[config.mk]
export PLATFORM = sky130hd
export DESIGN_NAME = popcount_accum_flat
export DESIGN_NICKNAME = d
export VERILOG_FILES = /design/src/rtl/popcount_pkg.sv /design/src/rtl/popcount_accum_if.sv /design/src/rtl/ones_counter_3.sv /design/src/rtl/popcount_accum.sv /design/src/flat_wrapper.sv
export SDC_FILE = /design/constraint.sdc
export NUM_CORES = 1
export LEC_CHECK = 0
export ABC_AREA = 1
export CAP_MARGIN = 20
export CORE_MARGIN = 1
export CORE_UTILIZATION = 40
export DETAILED_ROUTE_END_ITERATION = 10
export HOLD_SLACK_MARGIN = 0.05
export PLACE_DENSITY_LB_ADDON = 0.3
export SYNTH_ARGS = -nofsm -noshare
export SYNTH_HDL_FRONTEND = slang
export SYNTH_SLANG_ARGS = --single-unit
[constraint.sdc]
create_clock -name clk -period 2 [get_ports clk]
set_input_delay 0.2 -clock clk [delete_from_list [all_inputs] [get_ports clk]]
set_output_delay 0.2 -clock clk [all_outputs]
set_load 0.02 [all_outputs]
[src/rtl/popcount_pkg.sv]
// Shared types and helpers for the popcount accumulator.
package popcount_pkg;

  typedef enum logic [1:0] {
    IDLE  = 2'd0,
    ACCUM = 2'd1,
    HOLD  = 2'd2
  } state_e;

  // Bits needed to hold a count of 0..w.
  function automatic int unsigned cnt_width(input int unsigned w);
    return $clog2(w + 1);
  endfunction

endpackage

[src/rtl/popcount_accum_if.sv]
// Beat input / frame result handshake bundle for popcount_accum.
interface popcount_accum_if #(
  parameter int unsigned WIDTH = 8,
  parameter int unsigned CNT_W = 16
);
  logic             in_valid;
  logic             in_ready;
  logic [WIDTH-1:0] in_data;
  logic             in_last;
  logic             mode;
  logic             out_valid;
  logic             out_ready;
  logic [CNT_W-1:0] out_count;
  logic             out_sat;

  modport master (
    output in_valid, in_data, in_last, mode, out_ready,
    input  in_ready, out_valid, out_count, out_sat
  );

  modport slave (
    input  in_valid, in_data, in_last, mode, out_ready,
    output in_ready, out_valid, out_count, out_sat
  );
endinterface

[src/rtl/ones_counter_3.sv]
// Counts the ones among three input bits (full adder): cnt = {carry, sum}.
module ones_counter_3 (
  input  logic       a,
  input  logic       b,
  input  logic       c,
  output logic [1:0] cnt
);
  assign cnt[0] = a ^ b ^ c;
  assign cnt[1] = (a & b) | (a & c) | (b & c);
endmodule

[src/rtl/popcount_accum.sv]
// Per-frame ones/zeros counter: carry-save per-beat popcount feeding a saturating
// accumulator, with a held result on a valid/ready output.
module popcount_accum
  import popcount_pkg::*;
#(
  parameter int unsigned WIDTH = 8,
  parameter int unsigned CNT_W = 16
) (
  input logic              clk,
  input logic              rst,
  popcount_accum_if.slave  bus
);

  localparam int unsigned PCW = cnt_width(WIDTH);
  localparam int unsigned SW  = ((CNT_W > PCW) ? CNT_W : PCW) + 1;
  localparam logic [SW-1:0] MAX_SUM = SW'((64'd1 << CNT_W) - 64'd1);

  logic [WIDTH-1:0] x;
  logic [PCW-1:0]   pc;

  // Counting zeros is counting ones of the inverted beat.
  assign x = bus.in_data ^ {WIDTH{bus.mode}};

  // Each stage folds one more input bit into a (sum, carry) vector pair.
  for (genvar i = 0; i < WIDTH - 1; i++) begin : g_stage
    logic [PCW-1:0] s;
    logic [PCW-1:0] c;
    if (i == 0) begin : g_first
      assign s = PCW'(x[0]);
      assign c = PCW'(x[1]);
    end else begin : g_csa
      for (genvar j = 0; j < PCW - 1; j++) begin : g_bit
        ones_counter_3 u_fa (
          .a  (g_stage[i-1].s[j]),
          .b  (g_stage[i-1].c[j]),
          .c  ((j == 0) ? x[i+1] : 1'b0),
          .cnt({c[j+1], s[j]})
        );
      end
      // Carry out of the top column cannot be set: the running total stays below 2^PCW.
      assign s[PCW-1] = g_stage[i-1].s[PCW-1] ^ g_stage[i-1].c[PCW-1];
      assign c[0]     = 1'b0;
    end
  end

  assign pc = g_stage[WIDTH-2].s + g_stage[WIDTH-2].c;

  state_e           state_q;
  logic [CNT_W-1:0] acc_q;
  logic             sat_flag_q;
  logic             out_valid_q;
  logic [CNT_W-1:0] out_count_q;
  logic             out_sat_q;

  logic [SW-1:0]    sum;
  logic             overflow;
  logic [CNT_W-1:0] sat_val;
  logic             accept;
  logic             take;

  assign sum      = SW'(acc_q) + SW'(pc);
  assign overflow = sum > MAX_SUM;
  assign sat_val  = overflow ? {CNT_W{1'b1}} : sum[CNT_W-1:0];

  assign bus.in_ready  = (state_q != HOLD) || bus.out_ready;
  assign bus.out_valid = out_valid_q;
  assign bus.out_count = out_count_q;
  assign bus.out_sat   = out_sat_q;

  assign accept = bus.in_valid && bus.in_ready;
  assign take   = out_valid_q && bus.out_ready;

  // An accept while in HOLD implies out_ready, so the held result is consumed too.
  always_ff @(posedge clk or posedge rst) begin
    if (rst) begin
      state_q     <= IDLE;
      acc_q       <= '0;
      sat_flag_q  <= 1'b0;
      out_valid_q <= 1'b0;
      out_count_q <= '0;
      out_sat_q   <= 1'b0;
    end else if (accept) begin
      if (bus.in_last) begin
        out_count_q <= sat_val;
        out_sat_q   <= sat_flag_q | overflow;
        out_valid_q <= 1'b1;
        acc_q       <= '0;
        sat_flag_q  <= 1'b0;
        state_q     <= HOLD;
      end else begin
        acc_q       <= sat_val;
        sat_flag_q  <= sat_flag_q | overflow;
        out_valid_q <= 1'b0;
        state_q     <= ACCUM;
      end
    end else if (take) begin
      out_valid_q <= 1'b0;
      state_q     <= IDLE;
    end
  end

endmodule

[src/flat_wrapper.sv]
// flat-port wrapper written by rule: the top's interface ports become plain ports
module popcount_accum_flat import popcount_pkg::*;
#(
  parameter int unsigned WIDTH = 8,
  parameter int unsigned CNT_W = 16
)
  (clk, rst, bus_in_valid, bus_in_data, bus_in_last, bus_mode, bus_out_ready, bus_in_ready, bus_out_valid, bus_out_count, bus_out_sat);
  popcount_accum_if #(.WIDTH(WIDTH), .CNT_W(CNT_W)) bus_i ();
  input logic clk;
  input logic rst;
  input wire logic [$bits(bus_i.in_valid)-1:0] bus_in_valid;
  input wire logic [$bits(bus_i.in_data)-1:0] bus_in_data;
  input wire logic [$bits(bus_i.in_last)-1:0] bus_in_last;
  input wire logic [$bits(bus_i.mode)-1:0] bus_mode;
  input wire logic [$bits(bus_i.out_ready)-1:0] bus_out_ready;
  output wire logic [$bits(bus_i.in_ready)-1:0] bus_in_ready;
  output wire logic [$bits(bus_i.out_valid)-1:0] bus_out_valid;
  output wire logic [$bits(bus_i.out_count)-1:0] bus_out_count;
  output wire logic [$bits(bus_i.out_sat)-1:0] bus_out_sat;
  assign bus_i.in_valid = bus_in_valid;
  assign bus_i.in_data = bus_in_data;
  assign bus_i.in_last = bus_in_last;
  assign bus_i.mode = bus_mode;
  assign bus_i.out_ready = bus_out_ready;
  assign bus_in_ready = bus_i.in_ready;
  assign bus_out_valid = bus_i.out_valid;
  assign bus_out_count = bus_i.out_count;
  assign bus_out_sat = bus_i.out_sat;
  popcount_accum #(.WIDTH(WIDTH), .CNT_W(CNT_W)) u_core (.clk(clk), .rst(rst), .bus(bus_i));
endmodule
* After elaboration in Yosys (flattened, before gate mapping)
Cells that the tools add are included.
** Word-level totals
- Flip-flop bits (word level) :: 37
- Bits in latches :: 0
- RAM bits :: 0
- Bits in read-only memories :: 0
- Output and inout bits :: 19
- Word-level logic and storage cells :: 55
- Memories kept :: 0
** Cells by class
- Add/sub/neg operators :: 2
- Multipliers :: 0
- Div/mod/pow operators :: 0
- $lt $le $gt $ge :: 1
- Eq/ne operators :: 1
- Shift operators :: 0
- Muxes and demuxes :: 9
- Bitwise logic cells :: 31
- Reductions and logical operators :: 5
** Operators by type and width (count)
- $mux W16 :: 2
- $add A16 B4 Y17 :: 1
- $gt A17 B16 Y1 const B :: 1
- $and A1 B1 Y1 :: 14
- $xor A1 B1 Y1 :: 13
- $xor A8 B8 Y8 :: 1
- $mux W2 :: 3
- $add A4 B4 Y4 :: 1
- $mux W1 :: 4
- $or A1 B1 Y1 :: 3
- $logic_and A1 B1 Y1 :: 2
- $ne A2 B2 Y1 const B :: 1
- $reduce_and A2 Y1 :: 1
- $reduce_bool A2 Y1 :: 1
- $logic_or A1 B1 Y1 :: 1

* Logic depth before layout (Yosys ltp)
Gate-level depths: netlist (run 1).
- Word-level depth :: 13
- Gate-level depth with buffers :: 22
- Depth with buffers taken out :: 21

* By module
A second synthesis (run 1) with hierarchy kept.
** Unflattened totals
- Cell total of the unflattened synthesis :: 320
- Area total of the unflattened synthesis :: 2598.7 µm²
** Modules (own cells, without submodules)
- popcount_accum :: instances 1, cells an instance 302, area each 2238.4 µm², sequential area each 900.9 µm²
- ones_counter_3 :: instances 18, cells an instance 1, area each 20.0 µm², sequential area each 0.0 µm²

* Least setup slack after synthesis (run 1)
No wires, ideal clock.
- Kind :: input to register
- Start point :: input port bus_mode
- End point :: register u_core.acc_q[14]
- Library setup time :: 0.116 ns
- Data arrival time :: 4.308 ns
- Path slack :: -2.425 ns
- Stages on the path :: 19
- Buffers on the path :: 1
- Cell sequence :: buf_2 xor2_1 fa_1 ha_1 ha_1 fa_1 ha_1 ha_1 ha_1 fa_1 xor2_1 ha_1 nand2_1 nand2_1 o21a_4 nand2_2 nand3_1 nand2_1 nand2_1
** Between the ends
- Word-level cells in the longest chain between the ends :: 13
- Elaborated cells on any way between the ends :: 35
- Classes of those cells :: add/sub: 2; order compare: 1; mux: 2; bitwise: 30
** RTL lines
- from (decl) :: line flat_wrapper.sv:14 : input wire logic [$bits(bus_i.mode)-1:0] bus_mode;
- $xor A8 B8 Y8 * :: line popcount_accum.sv:22 : assign x = bus.in_data ^ {WIDTH{bus.mode}};
- $xor A1 B1 Y1 / $and A1 B1 Y1 (equally long branches) :: line ones_counter_3.sv:8, ones_counter_3.sv:9
- $xor A1 B1 Y1 / $or A1 B1 Y1 (equally long branches) :: line ones_counter_3.sv:8, ones_counter_3.sv:9
- $xor A1 B1 Y1, or another cell as far along :: line ones_counter_3.sv:8 : assign cnt[0] = a ^ b ^ c;
- $xor A1 B1 Y1 / $and A1 B1 Y1 (equally long branches) (4 in a row) :: line ones_counter_3.sv:8, ones_counter_3.sv:9
- $add A4 B4 Y4 * :: line popcount_accum.sv:46 : assign pc = g_stage[WIDTH-2].s + g_stage[WIDTH-2].c;
- $add A16 B4 Y17 * :: line popcount_accum.sv:61 : assign sum = SW'(acc_q) + SW'(pc);
- $gt A17 B16 Y1 :: line popcount_accum.sv:62 : assign overflow = sum > MAX_SUM;
- $mux W16 * :: line popcount_accum.sv:63 : assign sat_val = overflow ? {CNT_W{1'b1}} : sum[CNT_W-1:0];
- $mux W16 * :: line popcount_accum.sv:83 : if (bus.in_last) begin
- to (signal assigned) :: line popcount_accum.sv:91 : acc_q <= sat_val;
- to (decl) :: line popcount_accum.sv:49 : logic [CNT_W-1:0] acc_q;
Every way passes the cells marked *; elsewhere a longest branch is shown, timed or not.
A chain may end at the register's enable or synchronous reset.

* Final worst setup path (run 1)
- Start point :: input port bus_in_data[1]
- End point :: register u_core.out_count_q[1] (netlist: u_core.bus.out_count[1])
** Between the ends
- Word-level cells in the longest chain between the ends :: 12
- Elaborated cells on any way between the ends :: 33
- Classes of those cells :: add/sub: 2; order compare: 1; mux: 1; bitwise: 29
** RTL lines
- from (decl) :: line flat_wrapper.sv:12 : input wire logic [$bits(bus_i.in_data)-1:0] bus_in_data;
- $xor A8 B8 Y8 * :: line popcount_accum.sv:22
- $xor A1 B1 Y1 / $and A1 B1 Y1 (equally long branches) :: line ones_counter_3.sv:8, ones_counter_3.sv:9
- $xor A1 B1 Y1 / $or A1 B1 Y1 (equally long branches) :: line ones_counter_3.sv:8, ones_counter_3.sv:9
- $xor A1 B1 Y1, or another cell as far along :: line ones_counter_3.sv:8
- $xor A1 B1 Y1 / $and A1 B1 Y1 (equally long branches) (4 in a row) :: line ones_counter_3.sv:8, ones_counter_3.sv:9
- $add A4 B4 Y4 * :: line popcount_accum.sv:46
- $add A16 B4 Y17 * :: line popcount_accum.sv:61
- $gt A17 B16 Y1 :: line popcount_accum.sv:62
- $mux W16 * :: line popcount_accum.sv:63
- to (signal assigned) :: line popcount_accum.sv:84 : out_count_q <= sat_val;
- to (decl) :: line popcount_accum.sv:52 : logic [CNT_W-1:0] out_count_q;
Marks and branches as above.

==> metrics.md, run 1 <==
| Metric | Value |
|---|---|
| DR pass1 iterations | 4 |
| Register Area | 901 sq um |
| Clk pin slew, worst setup/hold paths | 0.07 ns |
| Final net count | 376 |
| Number of fill cells in the layout | 509 |
| Worst Skew | 0.0101 ns |
| Unique masters post-synth | 27 |
| Fin Setup TNS | -72.38 ns |
| CTS Buffer Depth | 2 |
| P&R area growth vs syn | 35.7% |
| Pin count of the biggest net entering global routing | 37 |
| Final worst slack | -2.16 ns |
| # diodes | 0 |
| Skew-Pair Late Insertion Delay | 0.29 ns |
| RSZ-0062 raised after global routing | yes |
| Area leader, netlist | dfrtp_1 |
| Hold-fix buffer count after cts | 0 |
| Yosys reg bits | 36 |
| Total of max-cap violations | 0 |
| Highest-count cells in the layout ignoring fill and taps | nand2_1 (119), dfrtp_1 (36), clkdlybuf4s50_1 (28) |
| Worst Tran Pin Value | 0.448 ns |
| Synth Instances | 293 |
| Vias in the first global route | 1988 |
| Pre-CTS setup slack | -2.97 ns |
| Clock sink count | 36 |
| H-tree depth | 2 |
| Synth Flop Type | dfrtp_1 |
| Multi-input logic area | 0.00144 sq mm |
| Chip Width | 77.3 microns |
| FF-to-FF Start | u_core.acc_q[0] |
| Max-slew violations | 0 |
| Seq/Total Area, Yosys | 0.397 |
| Worst vdd ir | 0.577 mV |
| R2R depth | 9 |
| Hold Crit Class | in -> async |
| Antenna viol nets, final | 0 |
| Avg Cell Area, Syn | 7.75 sq um |
| Fmax | 240 MHz |
| Post-DP HPWL | 3.50 mm |
| Placed cell area | 0.00280 sq mm |
| Final Hold Viols | 0 |
| # rows | 27 |
| First-pass GRT wire length | 8.87 mm |
| Pwr Total | 3.11 mW |
| Die height | 77.3 microns |
| Share of post-route cells with drive strength above 1 | 0.230 |
| Vias per cell | 4.74 |
| Critical Path End Type | flop |
| CP arrival | 4.34 ns |
| CTS tree | done |
| R2R Path End | u_core.bus.out_count[5] |
| Synth warn | 0 |
| Antenna violations before repair | 0 |
| Wirelength, routed | 4.99 mm |
| Total Routing Usage GR | 0.190 |
| DIE AREA | 0.00598 sq mm |
| Post-synth net total | 326 |
| Failing checks | setup timing |
| # IOs | 33 |
| PwrDens | 1010 mW/mm^2 |
| Crit Path Max Fanout | 8 |
| CTS Root Cell | clkbuf_8 |
| Lkg Pwr | 1.59 nW |
| Critical Path Source Type | input port |
| Fin area | 0.00308 sq mm |
| RePlAce Congestion | 0.902 |
| DR DRC count | 0 |
| DR vias | 1973 |
| Placeable core area | 0.00547 sq mm |
| Most common cell after layout, fill and taps aside | nand2_1 |
| Slew HR | 0.701 |
| Initial cell density of the core | 0.415 |
| R2R setup slack | 0.03 ns |
| Final setup fails | 34 |
| Final period util | 2.08 |
| Worst EP required | 2.18 ns |
| Post-synth EDFFs | 0 |
| Starting DRT DRC Count | 93 |
| Setup CP Type | in -> reg |
| CTS Buf Count | 5 |
| Overflow after GRT | 0 |
| Synth top area cells | dfrtp_1 (40%), nand2_1 (23%), ha_1 (7.7%) |
| Status | complete, but fails checks |
| WHS | 0.311 ns |
| WL/cell | 12.0 microns |
| Port bufs | 32 |
| Post-synth top area share | 0.397 |
| Post-synth ARST share | 1.00 |
| Cell Area, Synth | 0.00227 sq mm |
| Fin crit period | 4.16 ns |
==> per-stage QoR <==
step / cells / utilization
after CTS: 414 / 0.547
after global placement: 404 / 0.512
after detailed placement: 404 / 0.512
final: 416 / 0.563
after floorplan: 293 / -
after global routing: 416 / 0.563
==> sequential cells by signal, summed over array words and instances, names as in the netlist <==
name	cells
u_core.state_q	2
u_core.acc_q	16
u_core.bus.out_count	16
u_core.bus.out_sat	1
u_core.sat_flag_q	1
==> layer usage <==
layer / share of wire / up-vias / global-route usage
li1: - / 1001 / -
met3: 0.034 / 13 / 0.0381
met1: 0.46 / 928 / 0.236
met4: 0.033 / 0 / 0.109
met5: 0 / - / 0
met2: 0.47 / 31 / 0.306
==> worst max-delay path by stage <==
| stage | end | slack, ns | cells past startpoint | from |
|---|---|---|---|---|
| 3_3_place_gp | u_core.acc_q[1] | -2.83 | 19 | bus_mode |
| 2_1_floorplan | u_core.acc_q[10] | -2.20 | 21 | bus_mode |
| 4_1_cts | u_core.bus.out_count[10] | -2.26 | 19 | bus_mode |
| 6_report | u_core.bus.out_count[1] | -2.16 | 20 | bus_in_data[1] |
| 3_5_place_dp | u_core.bus.out_count[10] | -2.97 | 19 | bus_mode |
| 5_1_grt | u_core.bus.out_count[1] | -2.31 | 20 | bus_in_data[1] |
==> kinds of logic after synthesis <==
| kind of cell | Yosys count | share of synthesized area |
|---|---|---|
| AO/OA/AOI/OAI | 13 | 0.0347 |
| buffers and inverters | 30 | 0.0529 |
| AND/OR/NAND/NOR | 180 | 0.336 |
| flip-flops | 36 | 0.397 |
| adder cells (fa/ha/maj) | 19 | 0.121 |
| XOR/XNOR | 15 | 0.0579 |
==> final cells by class <==
| cell class | count | share of cell area |
|---|---|---|
| sequential | 36 | 0.292 |
| multi-input combinational | 227 | 0.468 |
| clock buffer | 7 | 0.0280 |
| tap | 72 | 0.0292 |
| timing repair buffer | 48 | 0.149 |
| inverter | 25 | 0.0305 |
| clock inverter | 1 | 0.00244 |
==> power breakdown <==
group          total, mW  switching [mW]  internal (mW)
registers          0.885          0.0632          0.822
clock network      0.534           0.254          0.280
logic               1.69           0.908          0.782
total               3.11            1.23           1.88
==> synthesized netlist by cell type (3+ instances only) <==
| cell type | count |
|---|---|
| o21ai_0 | 5 |
| nor2_2 | 3 |
| xor2_1 | 11 |
| ha_1 | 14 |
| nand3_1 | 13 |
| fa_1 | 5 |
| buf_2 | 3 |
| a21oi_1 | 3 |
| inv_1 | 21 |
| nor2_1 | 13 |
| nand2_2 | 3 |
| inv_2 | 4 |
| dfrtp_1 | 36 |
| nand2_1 | 140 |
| xnor2_1 | 4 |
==> what timing repair did <==
item,CTS,global route
setup endpoints to repair,34,34
buffers inserted,2,2
gates resized for setup,42,17
pin swaps,26,29
==> critical path: stages <==
cell,delay [ns]
buf_6,0.09
xor2_2,0.17
fa_1,0.55
ha_1,0.23
ha_2,0.20
fa_1,0.45
ha_1,0.29
ha_1,0.28
ha_2,0.18
fa_2,0.35
xor2_1,0.15
ha_1,0.34
nand2_2,0.11
nor2_4,0.04
o21a_4,0.26
buf_12,0.14
nand2_8,0.11
nand2_4,0.08
nand2_1,0.07
nand2_1,0.05
Power figures use the tool's default switching activity.
==> run 2: changes to the inputs <==
==> constraint.sdc (replaced) <==
create_clock -name clk -period 3.4 [get_ports clk]
set_input_delay 0.34 -clock clk [delete_from_list [all_inputs] [get_ports clk]]
set_output_delay 0.34 -clock clk [all_outputs]
set_load 0.005 [all_outputs]
==> metrics.md, run 2 (same netlist as run 1, synthesis figures left out) <==
| Metric | Value |
|---|---|
| Worst vdd ir | 0.397 mV (-31%) |
| Total Routing Usage GR | 0.191 (+0.000242) |
| DIE AREA | 0.00598 sq mm (unchanged) |
| Overflow after GRT | 0 (unchanged) |
| Pin count of the biggest net entering global routing | 37 (unchanged) |
| P&R area growth vs syn | 39.3% |
| FF-to-FF Start | u_core.acc_q[0] |
| DR vias | 2031 (+2.9%) |
| Fin crit period | 4.35 ns |
| Internal cell power | 1.16 mW (-38%) |
| Clock network fraction of total power | 0.150 (-0.022) |
| Final period util | 1.28 |
| Placeable core area | 0.00547 sq mm (unchanged) |
| Placed cell area | 0.00278 sq mm (-0.80%) |
| Antenna violations before repair | 0 (unchanged) |
| Pwr Total | 1.91 mW (-38%) |
| Vias in the first global route | 1979 (-0.45%) |
| Port bufs | 32 (unchanged) |
| Most common cell after layout, fill and taps aside | nand2_1 |
| R2R depth | 9 (unchanged) |
| Lkg Pwr | 1.60 nW (+0.72%) |
| Critical Path Source Type | input port |
| Hold-fix buffer count after cts | 0 (unchanged) |
| Register Area | 901 sq um (unchanged) |
| Final net count | 378 (+0.53%) |
| Hold Crit Class | in -> async |
| Clk pin slew, worst setup/hold paths | 0.07 ns (about the same) |
| Critical Path End Type | flop |
| Die height | 77.3 microns (unchanged) |
| Starting DRT DRC Count | 112 (+20%) |
| RSZ-0062 raised after global routing | yes |
| DR DRC count | 0 (unchanged) |
| PwrDens | 605 mW/mm^2 (-40%) |
| Chip Width | 77.3 microns (unchanged) |
| Final Hold Viols | 0 (unchanged) |
| Status | complete, but fails checks |
| Seq pwr share | 0.274 (-0.011) |
| Failing checks | setup timing |
| Multi-input logic area | 0.00153 sq mm (+6.3%) |
| Fin Setup TNS | -29.84 ns (+42.54 ns) |
| WL/cell | 12.8 microns (+7.0%) |
| CP arrival | 4.52 ns (+0.18 ns) |
| RePlAce Congestion | 0.879 (-2.6%) |
| Fin area | 0.00316 sq mm (+2.6%) |
| Worst Tran Pin Value | 0.729 ns (+0.280 ns) |
| CTS Buf Count | 5 (unchanged) |
| Post-DP HPWL | 3.51 mm (+0.50%) |
| Share of post-route cells with drive strength above 1 | 0.290 (+0.0602) |
| Final worst slack | -0.947 ns (+1.21 ns) |
| Number of fill cells in the layout | 492 (-3.3%) |
| Crit Path Max Fanout | 8 (unchanged) |
| # rows | 27 (unchanged) |
| Antenna viol nets, final | 0 (unchanged) |
| CTS Root Cell | clkbuf_8 |
| CTS Buffer Depth | 2 (unchanged) |
| Fmax | 230 MHz |
| Vias per cell | 4.87 (+2.7%) |
| Clock sink count | 36 (unchanged) |
| Sw Share | 0.394 (-0.000398) |
| Worst EP required | 3.58 ns (+1.40 ns) |
| Skew-Pair Late Insertion Delay | 0.29 ns (about the same) |
| # diodes | 0 (unchanged) |
| Initial cell density of the core | 0.415 (unchanged) |
| First-pass GRT wire length | 9.00 mm (+1.5%) |
| Pre-CTS setup slack | -1.66 ns (+1.31 ns) |
| Wirelength, routed | 5.35 mm (+7.2%) |
| R2R Path End | u_core.acc_q[6] |
| Worst Skew | 0.00762 ns (-0.00247 ns) |
| Setup CP Type | in -> reg |
| H-tree depth | 2 (unchanged) |
| Slew HR | 0.514 (-0.187) |
| Total of max-cap violations | 0 (unchanged) |
| DR pass1 iterations | 4 (unchanged) |
| # IOs | 33 (unchanged) |
| Final setup fails | 34 (unchanged) |
| R2R setup slack | 1.42 ns (+1.39 ns) |
| Max-slew violations | 0 (unchanged) |
| Gate power share | 0.576 (+0.033) |
| Psw | 0.753 mW (-39%) |
| CTS tree | done |
| Highest-count cells in the layout ignoring fill and taps | nand2_1 (107), dfrtp_1 (36), nand2_2 (29) |
==> run 2: changes by cell type in the layout (fill, tap and decap cells not counted), moves of 2 or more <==
cell     before  now
nand2_2      20   29
nand2_4       4    7
nand3_1      10    5
nor2_1       11    9
ha_4          0    2
nand3_2       2    7
nand2_1     119  107
buf_2         1    3
nor2_4        1    3
ha_1         12   10
==> run 2: stage by stage <==
| step | hold WS [ns] | instances | util |
|---|---|---|---|
| final | 0.457 | 417 | 0.578 |
| after CTS | 0.472 | 415 | 0.546 |
| after detailed placement | 0.466 | 401 | 0.508 |
| after floorplan | 0.453 | 293 | - |
| after global placement | 0.462 | 401 | 0.508 |
| after global routing | 0.505 | 417 | 0.578 |
==> run 2: repair_timing <==
item | in CTS | in global routing
setup endpoints to repair | 34 | 34
endpoints found under the hold margin | 0 | 0
setup buffers | 7 | 2
pin swaps | 23 | 40
cloned | 0 | 0
resized for setup | 43 | 39
==> run 2: worst max-delay path by stage <==
| stage | start | end | slack [ns] | depth (start not counted) |
|---|---|---|---|---|
| after floorplan | bus_mode | u_core.acc_q[10] | -0.94 | 21 |
| after global placement | bus_mode | u_core.bus.out_count[15] | -1.58 | 21 |
| after detailed placement | bus_mode | u_core.bus.out_count[7] | -1.66 | 19 |
| after CTS | bus_mode | u_core.bus.out_count[14] | -0.95 | 20 |
| after global routing | bus_mode | u_core.acc_q[6] | -1.13 | 18 |
| final | bus_mode | u_core.acc_q[7] | -0.95 | 19 |
==> run 2: layer usage <==
layer  GRT usage  part of all wire  up-vias  wire length [microns]
met5           0                 0        -                      0
met4      0.0679             0.021        0                    110
met3      0.0381             0.043       12                    228
met2       0.313              0.49       45                   2600
met1       0.248              0.45      963                   2410
li1            -                 -     1011                      -
==> run 2: area by class of cell <==
cell class | instances | area share
clock inverter | 1 | 0.00158
multi-input combinational | 227 | 0.485
clock buffer | 6 | 0.0230
timing repair buffer | 50 | 0.148
sequential | 36 | 0.285
inverter | 25 | 0.0297
tap | 72 | 0.0285
==> run 2: critical path, cell delays in order <==
cell     delay (ns)
buf_12         0.11
xor2_2         0.17
fa_1           0.54
ha_1           0.23
ha_2           0.19
fa_1           0.48
ha_4           0.18
fa_1           0.49
fa_2           0.35
xor2_1         0.15
ha_1           0.36
nand2_2        0.14
nor2_4         0.05
o21a_4         0.26
buf_12         0.14
nand2_8        0.11
nand2_2        0.08
nand2_1        0.07
nand2_1        0.06
==> run 2: power groups by stage <==
stage | Sequential, mW | Clock [mW] | Combinational, mW
6_report | 0.524 | 0.287 | 1.10
5_1_grt | 0.530 | 0.311 | 1.24
4_1_cts | 0.523 | 0.294 | 0.919
3_5_place_dp | 0.529 | 0 | 0.832
3_3_place_gp | 0.529 | 0 | 0.823
2_1_floorplan | 0.525 | 0 | 0.563
==> run 3: changes to the inputs <==
DONT_BUFFER_PORTS = 1   (was not set)
==> metrics.md, run 3 (same netlist as run 1, synthesis figures left out) <==
| Metric | Value |
|---|---|
| Placed cell count | 368 (-8.2%) |
| Hold-fix buffer count after cts | 0 (unchanged) |
| PwrDens | 619 mW/mm^2 (+2.2%) |
| Critical Path End Type | flop |
| Wirelength, routed | 4.70 mm (-12%) |
| CTS tree | done |
| Initial cell density of the core | 0.415 (unchanged) |
| Most common cell after layout, fill and taps aside | nand2_1 |
| Final worst slack | -0.768 ns (+0.179 ns) |
| # rows | 27 (unchanged) |
| Die height | 77.3 microns (unchanged) |
| Chip Width | 77.3 microns (unchanged) |
| DIE AREA | 0.00598 sq mm (unchanged) |
| Antenna viol nets, final | 0 (unchanged) |
| # IOs | 33 (unchanged) |
| RSZ-0062 raised after global routing | yes |
| CTS Root Cell | clkbuf_8 |
| Hold Crit Class | in -> async |
| DR pass1 iterations | 4 (unchanged) |
| Fin Setup TNS | -23.70 ns (+6.15 ns) |
| Status | complete, but fails checks |
| Setup CP Type | in -> reg |
| Worst Skew | 0.00529 ns (-0.00233 ns) |
| WL/cell | 12.4 microns (-3.1%) |
| Skew-Pair Late Insertion Delay | 0.28 ns (about the same) |
| Port bufs | 0 (-100%) |
| H-tree depth | 2 (unchanged) |
| Fmax | 240 MHz (+4.3%) |
| Final setup fails | 34 (unchanged) |
| Lkg Pwr | 1.43 nW (-11%) |
| Antenna violations before repair | 0 (unchanged) |
| Vias per cell | 4.74 (-2.6%) |
| Fin crit period | 4.17 ns (-0.179 ns) |
| Share of post-route cells with drive strength above 1 | 0.196 (-0.0938) |
| CTS Buffer Depth | 2 (unchanged) |
| Total of max-cap violations | 0 (unchanged) |
| Placeable core area | 0.00547 sq mm (unchanged) |
| DR DRC count | 0 (unchanged) |
| Critical Path Source Type | input port |
| Final period util | 1.23 (-0.0526) |
| Worst vdd ir | 0.323 mV (-19%) |
| Crit Path Max Fanout | 8 (unchanged) |
| WHS | 0.0422 ns (-0.415 ns) |
| Slew HR | 0.512 (-0.00177) |
| CTS Buf Count | 5 (unchanged) |
| RePlAce Congestion | 0.863 (-1.9%) |
| Starting DRT DRC Count | 137 (+22%) |
| Overflow after GRT | 0 (unchanged) |
| Worst EP required | 3.62 ns (+0.04 ns) |
| CP arrival | 4.39 ns (-0.13 ns) |
| DR vias | 1793 (-12%) |
| Non-filler instance count after layout | 378 (-9.4%) |
| Final Hold Viols | 0 (unchanged) |
| # diodes | 0 (unchanged) |
| P&R area growth vs syn | 15.3% |
| Pin count of the biggest net entering global routing | 37 (unchanged) |
| Max-slew violations | 0 (unchanged) |
| Post-DP HPWL | 3.36 mm (-4.3%) |
| Final net count | 339 (-10%) |
| Worst Tran Pin Value | 0.731 ns (+0.00265 ns) |
| Pre-CTS setup slack | -1.04 ns (+0.621 ns) |
| Vias in the first global route | 1807 (-8.7%) |
| Clk pin slew, worst setup/hold paths | 0.07 ns (about the same) |
| Clock sink count | 36 (unchanged) |
| Failing checks | setup timing |
| Highest-count cells in the layout ignoring fill and taps | nand2_1 (125), dfrtp_1 (36), inv_1 (21) |
| First-pass GRT wire length | 8.05 mm (-11%) |
| Number of fill cells in the layout | 543 (+10%) |
| Total Routing Usage GR | 0.173 (-0.0178) |
-- run 3: changes by cell type in the layout (fill, tap and decap cells not counted), sizes merged --
cell and delta:
buf -11, clkdlybuf4s50 -28
-- run 3: worst paths after layout --
| check | end | cells past startpoint | slack (ns) | startpoint |
|---|---|---|---|---|
| setup / recovery | u_core.acc_q[13] | 18 | -0.77 | bus_in_data[1] |
| hold / removal | u_core.bus.out_count[9] | 2 | 0.04 | rst |
| setup reg to reg | u_core.acc_q[13] | 9 | 1.43 | u_core.acc_q[0] |
| hold reg to reg | u_core.acc_q[2] | 2 | 0.49 | u_core.acc_q[2] |
| max in group asynchronous | u_core.acc_q[1] | 2 | 3.04 | rst |
| min in group clk | u_core.state_q[0] | 3 | 0.24 | bus_out_ready |
-- run 3: repair_timing --
item                                    4_1_cts  5_1_grt
buffers inserted                              1        2
pin swaps                                     5        9
cloned                                        0        0
endpoints found under the setup margin       34       34
gates resized for setup                       8        9
-- run 3: final cells by class --
type                            instances  area, sq um  area share
Clock buffer                            6         72.6      0.0277
Sequential cell                        36          901       0.344
Clock inverter                          1         5.00     0.00191
Timing Repair Buffer                   11         82.6      0.0315
Inverter                               25         93.8      0.0359
Tap cell                               72         90.1      0.0344
Multi-Input combinational cell        227         1370       0.524
-- run 3: stage by stage --
stage | utilization | area (sq um) | power [mW]
floorplan | - | 2340 | 1.09
global route | 0.478 | 2620 | 1.77
global placement | 0.448 | 2450 | 1.28
detailed placement | 0.448 | 2450 | 1.29
CTS | 0.470 | 2570 | 1.60
finish | 0.478 | 2620 | 1.62
-- run 3: per-layer routing --
metal | up-vias | part of all wire | GRT usage
li1 | 930 | - | -
met1 | 821 | 0.46 | 0.212
met2 | 32 | 0.47 | 0.275
met3 | 10 | 0.040 | 0.0452
met4 | 0 | 0.028 | 0.0943
met5 | - | 0 | 0
-- run 3: critical path, stage by stage --
cell	delay [ns]
xor2_4	0.16
fa_1	0.53
ha_1	0.22
ha_2	0.20
fa_1	0.43
ha_1	0.28
ha_1	0.28
ha_2	0.19
fa_2	0.35
xor2_1	0.15
ha_1	0.34
nand2_2	0.10
nor2_4	0.11
o21a_4	0.20
nand4_4	0.21
nand2_1	0.16
nand2_1	0.06
nand2_1	0.08
-- run 3: power breakdown --
group | internal [mW] | leakage [nW] | switching [mW]
clock network | 0.139 | 0.0410 | 0.146
registers | 0.484 | 0.489 | 0.0469
logic | 0.365 | 0.898 | 0.437
